`src/rtl/aes_pkg.sv`:
```
// Shared types and constants for the AES-256 round sequencer.
// Round count, index width and the controller state encoding live here.
package aes_pkg;

  localparam int N_ROUNDS = 14;
  localparam int CNT_W    = 4;

  typedef enum logic [2:0] {
    IDLE,
    WAITKEY,
    INIT,
    ROUND,
    FINAL,
    HOLD
  } rctrl_state_t;

  typedef logic [CNT_W-1:0] round_idx_t;

  // Index at which the demux steers the state to the output register.
  localparam round_idx_t LAST_IDX      = round_idx_t'(N_ROUNDS);
  localparam round_idx_t PRE_FINAL_IDX = round_idx_t'(N_ROUNDS - 1);

  // States in which the round datapath register is clocked.
  function automatic logic rounds_active(input rctrl_state_t s);
    return (s == INIT) || (s == ROUND) || (s == FINAL);
  endfunction

endpackage

```
`src/rtl/mod_round_cnt.sv`:
```
// Round index counter: clear, load and enabled increment, saturating at N_ROUNDS.
// Clear has priority over load, load over increment.
module mod_round_cnt
  import aes_pkg::*;
(
  input  logic       clk,
  input  logic       rst_n,
  input  logic       i_clr,
  input  logic       i_load,
  input  round_idx_t i_load_val,
  input  logic       i_en,
  output round_idx_t o_cnt,
  output logic       o_pre_final
);

  round_idx_t r_cnt;
  round_idx_t w_load_sat;

  // A load request beyond the last round is clamped so the index never wraps.
  assign w_load_sat = (i_load_val > LAST_IDX) ? LAST_IDX : i_load_val;

  always_ff @(posedge clk or negedge rst_n) begin
    if (!rst_n) begin
      r_cnt <= '0;
    end else if (i_clr) begin
      r_cnt <= '0;
    end else if (i_load) begin
      r_cnt <= w_load_sat;
    end else if (i_en && (r_cnt < LAST_IDX)) begin
      r_cnt <= r_cnt + round_idx_t'(1);
    end
  end

  assign o_cnt       = r_cnt;
  assign o_pre_final = (r_cnt == PRE_FINAL_IDX);

endmodule

```
`src/rtl/mod_round_ctrl.sv`:
```
// AES-256 iterative round sequencer: accepts a block, waits for the key schedule,
// steps the round index 0..N_ROUNDS and holds the finished block until taken.
module mod_round_ctrl
  import aes_pkg::*;
(
  input  logic             clk,
  input  logic             rst_n,
  input  logic             in_valid,
  output logic             in_ready,
  input  logic             key_ready,
  input  logic             abort,
  output logic [CNT_W-1:0] addr,
  output logic             load_sel,
  output logic             round_en,
  output logic             skip_mix,
  output logic             out_valid,
  input  logic             out_ready,
  output logic             busy
);

  rctrl_state_t r_state;
  rctrl_state_t w_nxt;

  logic       w_cnt_clr;
  logic       w_cnt_load;
  logic       w_cnt_en;
  round_idx_t w_cnt;
  logic       w_pre_final;

  logic r_in_ready;
  logic r_load_sel;
  logic r_round_en;
  logic r_skip_mix;
  logic r_out_valid;
  logic r_busy;

  mod_round_cnt u_cnt (
    .clk         (clk),
    .rst_n       (rst_n),
    .i_clr       (w_cnt_clr),
    .i_load      (w_cnt_load),
    .i_load_val  (LAST_IDX),
    .i_en        (w_cnt_en),
    .o_cnt       (w_cnt),
    .o_pre_final (w_pre_final)
  );

  always_ff @(posedge clk or negedge rst_n) begin
    if (!rst_n) begin
      r_state <= IDLE;
    end else begin
      r_state <= w_nxt;
    end
  end

  // Abort cancels anything before HOLD; a finished block is always delivered.
  always_comb begin
    w_nxt      = r_state;
    w_cnt_clr  = 1'b0;
    w_cnt_load = 1'b0;
    w_cnt_en   = 1'b0;
    case (r_state)
      IDLE: begin
        w_cnt_clr = 1'b1;
        if (in_valid && r_in_ready) begin
          w_nxt = WAITKEY;
        end
      end
      WAITKEY: begin
        if (abort) begin
          w_nxt     = IDLE;
          w_cnt_clr = 1'b1;
        end else if (key_ready) begin
          w_nxt     = INIT;
          w_cnt_clr = 1'b1;
        end
      end
      INIT: begin
        if (abort) begin
          w_nxt     = IDLE;
          w_cnt_clr = 1'b1;
        end else begin
          w_nxt    = ROUND;
          w_cnt_en = 1'b1;
        end
      end
      ROUND: begin
        if (abort) begin
          w_nxt     = IDLE;
          w_cnt_clr = 1'b1;
        end else if (w_pre_final) begin
          w_nxt      = FINAL;
          w_cnt_load = 1'b1;
        end else begin
          w_cnt_en = 1'b1;
        end
      end
      FINAL: begin
        if (abort) begin
          w_nxt     = IDLE;
          w_cnt_clr = 1'b1;
        end else begin
          w_nxt = HOLD;
        end
      end
      HOLD: begin
        if (out_ready) begin
          w_nxt     = IDLE;
          w_cnt_clr = 1'b1;
        end
      end
      default: begin
        w_nxt     = IDLE;
        w_cnt_clr = 1'b1;
      end
    endcase
  end

  // Outputs are decoded from the next state so they line up with the state register.
  always_ff @(posedge clk or negedge rst_n) begin
    if (!rst_n) begin
      r_in_ready  <= 1'b0;
      r_load_sel  <= 1'b0;
      r_round_en  <= 1'b0;
      r_skip_mix  <= 1'b0;
      r_out_valid <= 1'b0;
      r_busy      <= 1'b0;
    end else begin
      r_in_ready  <= (w_nxt == IDLE);
      r_load_sel  <= (w_nxt == INIT);
      r_round_en  <= rounds_active(w_nxt);
      r_skip_mix  <= (w_nxt == FINAL);
      r_out_valid <= (w_nxt == HOLD);
      r_busy      <= (w_nxt != IDLE);
    end
  end

  assign in_ready  = r_in_ready;
  assign addr      = w_cnt;
  assign load_sel  = r_load_sel;
  assign round_en  = r_round_en;
  assign skip_mix  = r_skip_mix;
  assign out_valid = r_out_valid;
  assign busy      = r_busy;

endmodule

```
`config.mk`:
```
export PLATFORM = sky130hd
export DESIGN_NAME = mod_round_ctrl
export DESIGN_NICKNAME = d
export VERILOG_FILES = /design/src/rtl/aes_pkg.sv /design/src/rtl/mod_round_cnt.sv /design/src/rtl/mod_round_ctrl.sv
export SDC_FILE = /design/constraint.sdc
export NUM_CORES = 1
export LEC_CHECK = 0
export ABC_CLOCK_PERIOD_IN_PS = 4120
export CAP_MARGIN = 20
export CORE_AREA = 2 2 54 69
export CTS_CLUSTER_DIAMETER = 120
export DETAILED_ROUTE_END_ITERATION = 16
export DIE_AREA = 0 0 56 71
export SYNTH_ARGS = -nofsm -noshare
export SYNTH_HDL_FRONTEND = slang
export SYNTH_HIERARCHICAL = 1
export SYNTH_SLANG_ARGS = --single-unit
```
`constraint.sdc`:
```
create_clock -name clk -period 4.12 [get_ports clk]
set_input_delay 0.618 -clock clk [delete_from_list [all_inputs] [get_ports clk]]
set_output_delay 0.618 -clock clk [all_outputs]
set_load 0.05 [all_outputs]
```
==> run_results.csv <==
group,metric,value,unit
run_status,status,"complete, no violations",
clock_network,clock_path_buffers,2,
yosys,ys_ff_latch,13,
yosys,async_reset_ff_share,100,%
finish,antenna_cells,0,
clock_network,cts_tree,"built",
setup_path,end_kind,"flip-flop",
yosys,post_synth_main_area_contributors,"dfrtp_1 44%, nor2_1 4.6%, ha_1 3.4%",
yosys,synthAdderAreaFrac,3.38,%
finish,design_area,971,sq um
worst_hold_path,hp-class,"reg -> reg",
placed_design,io_buffers,15,
placed_design,gp_congestion,0.730,
placed_design,placed_cell_area,926,sq um
global_routing,grt_pass1_wl,2500,um
yosys,synth_top_family_by_area,"simple AND/OR/NAND/NOR gates",
yosys,synth.top_cell.area_share,44.0,%
setup_path,worst-setup-path-type,"in -> reg",
clock_network,tritoncts.num_buffers,3,
finish,nFillCells,369,
global_routing,grt_pass1_vias,590,
timing,max_slew.worst_pin.slew,0.657,ns
power,finalPower,0.463,mW
floorplanning,die_y,71,um
setup_path,cpMaxStageDelayCell,"nor2_1",
clock_network,cts_resized,0,
timing,max_freq,0.412,GHz
global_routing,gr-total-overflow,0,
yosys,yosysMostFrequentCell,"dfrtp_1",
job,cap_violations,0,
worst_hold_path,min_to,"u_cnt/o_cnt[2]",
route,dr.pass1.iters,3,
power,power_density,477,mW/mm^2
floorplanning,io_pins,16,
yosys,synth_seq_area_share,44.0,%
timing,fin_crit,2.43,ns
floorplanning,core-area,0.00336,sq mm
yosys,syn_area_per_cell,9.99,sq um
yosys,syn-cell-area,739,sq um
setup_path,worstPathArrival,2.55,ns
global_routing,grt_antenna_before_repair,0,
setup_path,crit_chain,"clkdlybuf4s50_1, or2_1, nor2_1, and4_1, a211oi_1, mux2_2",
setup_path,ff2ff_setup_slack,1.91,ns
clock_network,clk_pin_slew,0.05,ns
setup_path,cpPeakStageDelay,0.55,ns
finish,multi_input_area,390,sq um
route,viasPerCell,4.35,
global_routing,track_usage,7.79,%
finish,seq_area,325,sq um
floorplanning,start_util,22.0,%
power,p_leak,0.420,nW
worst_hold_path,hold_depth,1,
floorplanning,die_x,56,um
yosys,synth_xor_area_share,0,%
clock_network,clk_latency,0.24,ns
timing,slew_headroom,56.0,%
timing,finalCritPeriodShare,58.9,%
route,drtIter0Drc,12,
setup_path,worstPathRequired,4.24,ns
setup_path,r2r_start,"u_cnt/o_cnt[1]",
yosys,synth_top_flop_cell,"dfrtp_1",
power,vdd_drop_max,216,uV
route,vias,578,
yosys,synth_common_cells,"13 x dfrtp_1, 9 x nor2_1, 5 x nand2_1, 3 x a21oi_1, 3 x inv_1",
yosys,ys_warn_count,6,
timing,grt_setup_unrepaired,"false",
timing,slew_viol_final,0,
finish,area_delta_synth_final,31.3,%
route,route.detailed.wl_per_inst,10.4,um
clock_network,holdBufCountCts,0,
placed_design,dp.cells,129,
worst_hold_path,min_from,"u_cnt/o_cnt[2]",
yosys,ys_types,38,
clock_network,clock-sinks,13,
finish,drive_gt1_share,12.8,%
timing,fin_setup_tns,0,ns
yosys,synth-simple-area-share,25.0,%
yosys,synthMuxAreaShare,4.40,%
setup_path,timing.rr.end,"u_cnt/o_cnt[0]",
floorplanning,design.die.area,0.00398,sq mm
global_routing,grt_max_degree,14,
timing,hold_viol,0,
yosys,synth_largest_area_cell,"dfrtp_1",
yosys,synth_compound_area_share,16.4,%
setup_path,cp-start-kind,"input pin",
route,ant_nets,0,
placed_design,dp_hpwl,1060,um
timing,fin_worst_skew,0.00131,ns
clock_network,cts.htree.levels,1,
setup_path,crit_fanout,10,
timing,setup_viol,0,
route,drc,0,
floorplanning,std_cell_rows,24,
route,finalWirelength,1380,um
finish,finalNetCount,103,
yosys,syn_inst,74,
clock_network,cts-root-buf,"clkbuf_8",
clock_network,cts_post_setup_buffers_inserted,0,
yosys,synth_edf_count,0,
setup_path,reg2reg_depth,8,
finish,finalNonFillerCells,133,
## cells by family (layout without fill, tap and decap cells)
group,Yosys count,in the layout
simple gates,32,32
compound gates,15,15
flops,13,13
buf+inv,7,22
mux,3,3
fa+ha+maj,2,2
other cells,2,7
## layout make-up
cell class | instances | area share [%]
timing repair buffer | 15 | 15.5
multi-input combinational | 59 | 40.2
tap | 39 | 5.03
sequential | 13 | 33.5
clock buffer | 4 | 4.64
inverter | 3 | 1.16
## state kept, by name (all words and copies together) (netlist names)
signal	count
u_cnt/o_cnt	4
r_state	3
skip_mix	1
load_sel	1
round_en	1
busy	1
in_ready	1
out_valid	1
## stage by stage
step | hold WS [ns] | utilization (%) | worst slack [ns]
final | 0.614 | 28.9 | 1.69
after global routing | 0.674 | 28.9 | 1.55
after CTS | 0.642 | 28.9 | 1.69
after detailed placement | 0.612 | 27.5 | 1.44
after global placement | 0.621 | 27.5 | 1.52
after floorplan | 0.322 | - | 1.95
## critical path, delay by kind of cell
family | cells | cell delay (ns)
muxes | 1 | 0.26
buffers and inverters | 1 | 0.45
and+or+nand+nor | 3 | 1.16
AOI/OAI and AO/OA | 1 | 0.05
## worst max-delay path by stage
stage | startpoint | endpoint | slack [ns] | cells past startpoint
after floorplan | u_cnt/o_cnt[1] | u_cnt/o_cnt[1] | 1.95 | 8
after global placement | abort | u_cnt/o_cnt[0] | 1.52 | 6
after detailed placement | abort | u_cnt/o_cnt[0] | 1.44 | 6
after CTS | abort | u_cnt/o_cnt[0] | 1.69 | 6
after global routing | abort | u_cnt/o_cnt[0] | 1.55 | 6
final | abort | u_cnt/o_cnt[0] | 1.69 | 6
## cell usage in the layout (no fill, tap or decap), types with 2 or more instances in the layout
| cell | count |
|---|---|
| nand2_1 | 5 |
| a21oi_1 | 3 |
| nor2b_1 | 2 |
| mux2_2 | 2 |
| or2_1 | 2 |
| clkbuf_8 | 3 |
| conb_1 | 7 |
| nand3_1 | 2 |
| inv_1 | 3 |
| ha_1 | 2 |
| nor2_1 | 9 |
| dfrtp_1 | 13 |
| a221oi_1 | 2 |
| clkdlybuf4s50_1 | 15 |
## power by group
part / switching, mW / internal, mW / leakage, nW
clock network: 0.0423 / 0.0681 / 0.0228
registers: 0.0271 / 0.151 / 0.174
logic: 0.103 / 0.0712 / 0.224
## layer usage
layer | global-route usage [%] | up-vias | share of wire [%]
li1 | - | 288 | -
met1 | 8.55 | 271 | 46
met2 | 13.6 | 17 | 46
met3 | 2.19 | 2 | 7.2
met4 | 3.97 | 0 | 1.2
met5 | 0 | - | 0
No activity file was read; power rests on OpenSTA's default activity.
